### config.mk
export PLATFORM = sky130hd
export DESIGN_NAME = jamma_input_scanner
export DESIGN_NICKNAME = d
export VERILOG_FILES = /design/src/rtl/jamma_input_scanner.sv
export SDC_FILE = /design/constraint.sdc
export NUM_CORES = 1
export LEC_CHECK = 0
export CAP_MARGIN = 20
export CORE_MARGIN = 2
export CORE_UTILIZATION = 53
export DETAILED_ROUTE_END_ITERATION = 7
export GPL_TIMING_DRIVEN = 1
export HOLD_SLACK_MARGIN = 0.03
export PLACE_DENSITY = 0.75
export SLEW_MARGIN = 10
export SYNTH_ARGS = -nofsm -noshare
export SYNTH_HDL_FRONTEND = slang
export SYNTH_SLANG_ARGS = --single-unit
### constraint.sdc
create_clock -name CLK -period 1.6 [get_ports CLK]
set_input_delay 0.32 -clock CLK [delete_from_list [all_inputs] [get_ports CLK]]
set_output_delay 0.32 -clock CLK [all_outputs]
set_load 0.03 [all_outputs]
### src/rtl/jamma_input_scanner.sv
// JAMMA joystick splitter sequencer: drives JSELECT, samples the shared JJOY bus
// once per player bank after a settle time, and debounces player and coin bits.
module jamma_input_scanner #(
    parameter int unsigned SETTLE_CYCLES  = 16,
    parameter int unsigned DEBOUNCE_SCANS = 4,
    parameter logic        SEL_P1_LEVEL   = 1'b0
) (
    input  logic       CLK,
    input  logic       RESET,
    input  logic       ENABLE,
    input  logic [7:0] JJOY,
    input  logic [1:0] JCOIN,
    input  logic [5:0] LOCAL_JOY,
    output logic       JSELECT,
    output logic [7:0] JOY1,
    output logic [7:0] JOY2,
    output logic [1:0] COIN,
    output logic       SCAN_DONE
);

    localparam logic [7:0] SETTLE_LAST = 8'(SETTLE_CYCLES - 1);
    localparam logic [3:0] DB_THRESH   = 4'(DEBOUNCE_SCANS);

    typedef enum logic [2:0] {
        ST_IDLE,
        ST_SETTLE_P1,
        ST_SAMPLE_P1,
        ST_SETTLE_P2,
        ST_SAMPLE_P2
    } state_t;

    state_t     state_q, state_d;
    logic [7:0] settle_q, settle_d;
    logic       done_q, done_d;

    logic [7:0] joy1_q, joy1_d;
    logic [7:0] joy2_q, joy2_d;
    logic [1:0] coin_q, coin_d;
    logic [3:0] cnt1_q [8];
    logic [3:0] cnt1_d [8];
    logic [3:0] cnt2_q [8];
    logic [3:0] cnt2_d [8];
    logic [3:0] cntc_q [2];
    logic [3:0] cntc_d [2];

    logic [7:0] raw1;

    // On-board joystick shares the player-1 direction/button lines.
    assign raw1 = JJOY & {2'b11, LOCAL_JOY};

    // Returns {new_stable, new_count} for one bit on its sample cycle.
    function automatic logic [4:0] db_step(input logic raw, input logic stable,
                                           input logic [3:0] cnt);
        logic [3:0] inc;
        inc = cnt + 4'd1;
        if (raw == stable) begin
            return {stable, 4'd0};
        end else if (inc == DB_THRESH) begin
            return {raw, 4'd0};
        end else begin
            return {stable, inc};
        end
    endfunction

    always_comb begin
        state_d  = state_q;
        settle_d = settle_q;
        done_d   = 1'b0;
        joy1_d   = joy1_q;
        joy2_d   = joy2_q;
        coin_d   = coin_q;
        cnt1_d   = cnt1_q;
        cnt2_d   = cnt2_q;
        cntc_d   = cntc_q;

        case (state_q)
            ST_IDLE: begin
                settle_d = '0;
                if (ENABLE) begin
                    state_d = ST_SETTLE_P1;
                end
            end

            ST_SETTLE_P1: begin
                if (settle_q == SETTLE_LAST) begin
                    settle_d = '0;
                    state_d  = ST_SAMPLE_P1;
                end else begin
                    settle_d = settle_q + 8'd1;
                end
            end

            ST_SAMPLE_P1: begin
                for (int unsigned i = 0; i < 8; i++) begin
                    {joy1_d[i], cnt1_d[i]} = db_step(raw1[i], joy1_q[i], cnt1_q[i]);
                end
                for (int unsigned i = 0; i < 2; i++) begin
                    {coin_d[i], cntc_d[i]} = db_step(JCOIN[i], coin_q[i], cntc_q[i]);
                end
                settle_d = '0;
                state_d  = ST_SETTLE_P2;
            end

            ST_SETTLE_P2: begin
                if (settle_q == SETTLE_LAST) begin
                    settle_d = '0;
                    state_d  = ST_SAMPLE_P2;
                end else begin
                    settle_d = settle_q + 8'd1;
                end
            end

            ST_SAMPLE_P2: begin
                for (int unsigned i = 0; i < 8; i++) begin
                    {joy2_d[i], cnt2_d[i]} = db_step(JJOY[i], joy2_q[i], cnt2_q[i]);
                end
                settle_d = '0;
                done_d   = 1'b1;
                state_d  = ENABLE ? ST_SETTLE_P1 : ST_IDLE;
            end

            default: begin
                settle_d = '0;
                state_d  = ST_IDLE;
            end
        endcase
    end

    always_ff @(posedge CLK) begin
        if (RESET) begin
            state_q  <= ST_IDLE;
            settle_q <= '0;
            done_q   <= 1'b0;
            joy1_q   <= '1;
            joy2_q   <= '1;
            coin_q   <= '1;
            for (int unsigned i = 0; i < 8; i++) begin
                cnt1_q[i] <= '0;
                cnt2_q[i] <= '0;
            end
            for (int unsigned i = 0; i < 2; i++) begin
                cntc_q[i] <= '0;
            end
        end else begin
            state_q  <= state_d;
            settle_q <= settle_d;
            done_q   <= done_d;
            joy1_q   <= joy1_d;
            joy2_q   <= joy2_d;
            coin_q   <= coin_d;
            cnt1_q   <= cnt1_d;
            cnt2_q   <= cnt2_d;
            cntc_q   <= cntc_d;
        end
    end

    // Bank select follows the state so it flips on the edge that ends each sample cycle.
    assign JSELECT   = (state_q == ST_SETTLE_P2 || state_q == ST_SAMPLE_P2)
                       ? ~SEL_P1_LEVEL : SEL_P1_LEVEL;
    assign JOY1      = joy1_q;
    assign JOY2      = joy2_q;
    assign COIN      = coin_q;
    assign SCAN_DONE = done_q;

endmodule

==> flow_metrics.tcl <==
set metrics [dict create \
    outcome "complete, but fails checks" \
    violations "setup timing" \
    synth_area_per_cell_um2 8.39 \
    grt_pass1_wl_um 19700 \
    antenna_found_initial 0 \
    drv_slew 0 \
    grt_max_degree 68 \
    worstHoldPathCells 3 \
    place_ws_ns -0.273 \
    drv_cap 0 \
    p_int_mw 3.77 \
    r2r-start "state_q[1]$_SDFFE_PP0P_" \
    num_vias 4852 \
    grt_pass1_vias 4503 \
    end_kind "output pin" \
    final_cell_mix "dfxtp_1 (100), nand2_1 (65), nor2_1 (61)" \
    path_max_fanout 4 \
    row_count 36 \
    dieArea_um2 10700 \
    initialDrtViolationCount 247 \
    final_common_cell "dfxtp_1" \
    mappedNetlistArea_um2 5240 \
    drtPass1Iterations 4 \
    routed_via_density 5.74 \
    cts.clk_slew.worst_paths_ns 0.10 \
    hp-start "RESET" \
    netlist.area_leader.share 0.390 \
    synthCells 624 \
    clock-sinks 102 \
    hold_buffers 0 \
    hold_end "cnt1_q[1]$_SDFFE_PP0P_" \
    min_path_type "input pin to flop" \
    holdWs_ns 0.422 \
    place_hpwl_um 8070 \
    ff2ff_setup_slack_ns -0.19 \
    start_util 0.541 \
    synth_fp_nets 671 \
    power.leakage_nw 2.63 \
    yosys.area.top_type "dfxtp_1" \
    switchingPower_mw 1.03 \
    numCtsBuffers 9 \
    r2r_end "JOY1[7]$_SDFFE_PP1P_" \
    worst_slew_pin_slew_ns 0.678 \
    grt.overflow.total 0 \
    worst-path-buf-inv 2 \
    seqPwrFrac 0.530 \
    drt_wl_total_um 12700 \
    clockRootBuffer "clkbuf_8" \
    yosysSeqAreaShare 0.390 \
    critPathTopFamily "simple AND/OR/NAND/NOR gates" \
    area_growth_pct 32.6 \
    fin_nets 755 \
    post-route-drc-count 0 \
    path_cells "or3b_4 > buf_6 > o21ai_4 > buf_6" \
    ios 39 \
    synth_edf_count 0 \
    ys_async_sr_fraction 0 \
    die_h_um 103 \
    cp.required_ns 1.28 \
    cts_max_path_buffers 2 \
    gp_congestion 0.883 \
    ys_warn_count 0 \
    period_share 1.14 \
    path_common_cell "buf_6" \
    ys.flop_type "dfxtp_1" \
    hold_viol 0 \
    setup.worst_path.start_class "flop" \
    core_um2 9680 \
    worst_slack_ns -0.224 \
    powerDensity_nw_per_um2 691 \
    timing.fmax_mhz 548 \
    slowest_delay_ns 0.42 \
    synth_seq_cells 102 \
    cts_tree "built" \
    drtAntennaViolNets 0 \
    crit_slowest_cell "or3b_4" \
    rsz0062_at_grt "yes" \
    setup_viol 31 \
    h-tree-depth 3 \
    layout-drive-gt1-share 0.217 \
    reg2reg_depth 7 \
    synthDistinctLibCells 50 \
    vdd_ir_drop_max_mv 0.608 \
    n_antenna_cell 0 \
    swShare 0.215 \
    port_buffers 38 \
    grt_usage 0.231 \
    fill_cells 715 \
    fin_crit_ns 1.82 \
    yosys-top-cells-area "dfxtp_1 (39%), ha_1 (6.7%), nor2_1 (5.2%), nand2_1 (4.9%), a21oi_1 (4.3%)" \
    skew_ns 0.00528 \
    combinationalPowerShare 0.048 \
    die_x_um 103 \
    clk_latency_ns 0.38 \
    slew_headroom 0.544 \
    post_drt_wl_per_cell_um 15.0 \
    cp_data_arrival_time_ns 1.50 \
    pwr-share-clk 0.422 \
    crit_type "flop to output pin" \
]
-- what timing repair did --
item / in CTS / in global routing
endpoints found under the setup margin: 64 / 83
cloned: 1 / 2
buffers inserted: 8 / 7
resized for setup: 77 / 63
pin swaps: 18 / 24
-- how the worst max path moves through the flow --
stage,start,to,slack [ns],cells past startpoint
after CTS,state_q[2]$_SDFFE_PP0P_,JSELECT,-0.21,4
final,state_q[2]$_SDFFE_PP0P_,JSELECT,-0.22,4
after global placement,JJOY[0],cnt2_q[31]$_SDFFE_PP0N_,-0.24,5
after detailed placement,JJOY[0],cnt2_q[31]$_SDFFE_PP0N_,-0.27,5
after global routing,state_q[2]$_SDFFE_PP0P_,JSELECT,-0.27,4
after floorplan,state_q[2]$_SDFFE_PP0P_,JOY2[2]$_SDFFE_PP1P_,-0.08,7
-- worst reg2reg max path, stage by stage (launching register included) --
cell,delay [ns]
dfxtp_2,0.36
buf_6,0.11
or3b_4,0.47
buf_6,0.19
buf_4,0.14
o22ai_2,0.16
mux2i_1,0.19
nand2_1,0.07
-- cells in the mapped netlist (5+ instances only) --
| master | count |
|---|---|
| dfxtp_1 | 102 |
| nor4_1 | 11 |
| a22oi_1 | 14 |
| nor2b_1 | 27 |
| a211oi_1 | 7 |
| xor2_1 | 7 |
| a21oi_1 | 45 |
| o21ai_1 | 12 |
| a32oi_1 | 6 |
| xnor2_1 | 19 |
| mux2i_1 | 10 |
| nand2b_1 | 11 |
| a311oi_1 | 5 |
| nand2_1 | 68 |
| nand3_1 | 33 |
| o211ai_1 | 6 |
| clkbuf_1 | 16 |
| a31oi_1 | 13 |
| nor2_1 | 73 |
| nand3b_1 | 6 |
| buf_2 | 6 |
| o311ai_1 | 5 |
| o21ai_0 | 24 |
| ha_1 | 28 |
| and3_1 | 6 |
-- metal layers --
metal | track usage | share of wire
met4 | 0.0779 | 0.014
met5 | 0 | 0
met3 | 0.0397 | 0.038
met1 | 0.268 | 0.42
met2 | 0.429 | 0.53
-- flip-flops by register name, summed over array words and instances (netlist names) --
| signal | cells |
|---|---|
| JOY1 | 8 |
| SCAN_DONE | 1 |
| state_q | 3 |
| JOY2 | 8 |
| COIN | 2 |
| cnt2_q | 32 |
| cnt1_q | 32 |
| settle_q | 8 |
| cntc_q | 8 |
-- per-stage QoR --
stage	setup TNS [ns]	power [mW]	area, µm²	utilization	std cells
global route	-5.93	4.94	6940	0.717	846
finish	-2.40	4.80	6940	0.717	846
detailed placement	-6.05	2.82	6050	0.625	814
floorplan	-0.148	2.69	5280	-	624
global placement	-3.14	2.81	6050	0.625	814
CTS	-2.40	4.83	6590	0.681	839
-- cell families (layout without fill, tap and decap cells) --
logic type               after synthesis  in the layout  share of synthesized area
AND/OR/NAND/NOR                      269            269                      0.262
AO/OA/AOI/OAI                        157            157                      0.188
flip-flops                           102            102                      0.390
adder cells (fa/ha/maj)               28             28                     0.0669
buffers and inverters                 28            117                     0.0222
XOR/XNOR                              26             26                     0.0435
multiplexers                          14             14                     0.0277
-- power groups by stage --
stage                     Combinational (mW)  Sequential [mW]  Clock [mW]
after floorplan                       0.0850             2.60           0
after CTS                              0.224             2.54        2.06
after global placement                 0.208             2.60           0
final                                  0.232             2.54        2.02
after detailed placement               0.214             2.60           0
after global routing                   0.249             2.54        2.14
-- layout make-up --
type / instances / area (µm²) / share of cell area
clock inverters: 5 / 104 / 0.0150
repair buffers: 99 / 967 / 0.139
clock buffers: 11 / 151 / 0.0218
multi-input cells: 494 / 3500 / 0.504
inverters: 2 / 7.51 / 0.00108
flip-flops and latches: 102 / 2050 / 0.295
well taps: 133 / 166 / 0.0240
No activity file was read; power rests on OpenSTA's default activity.
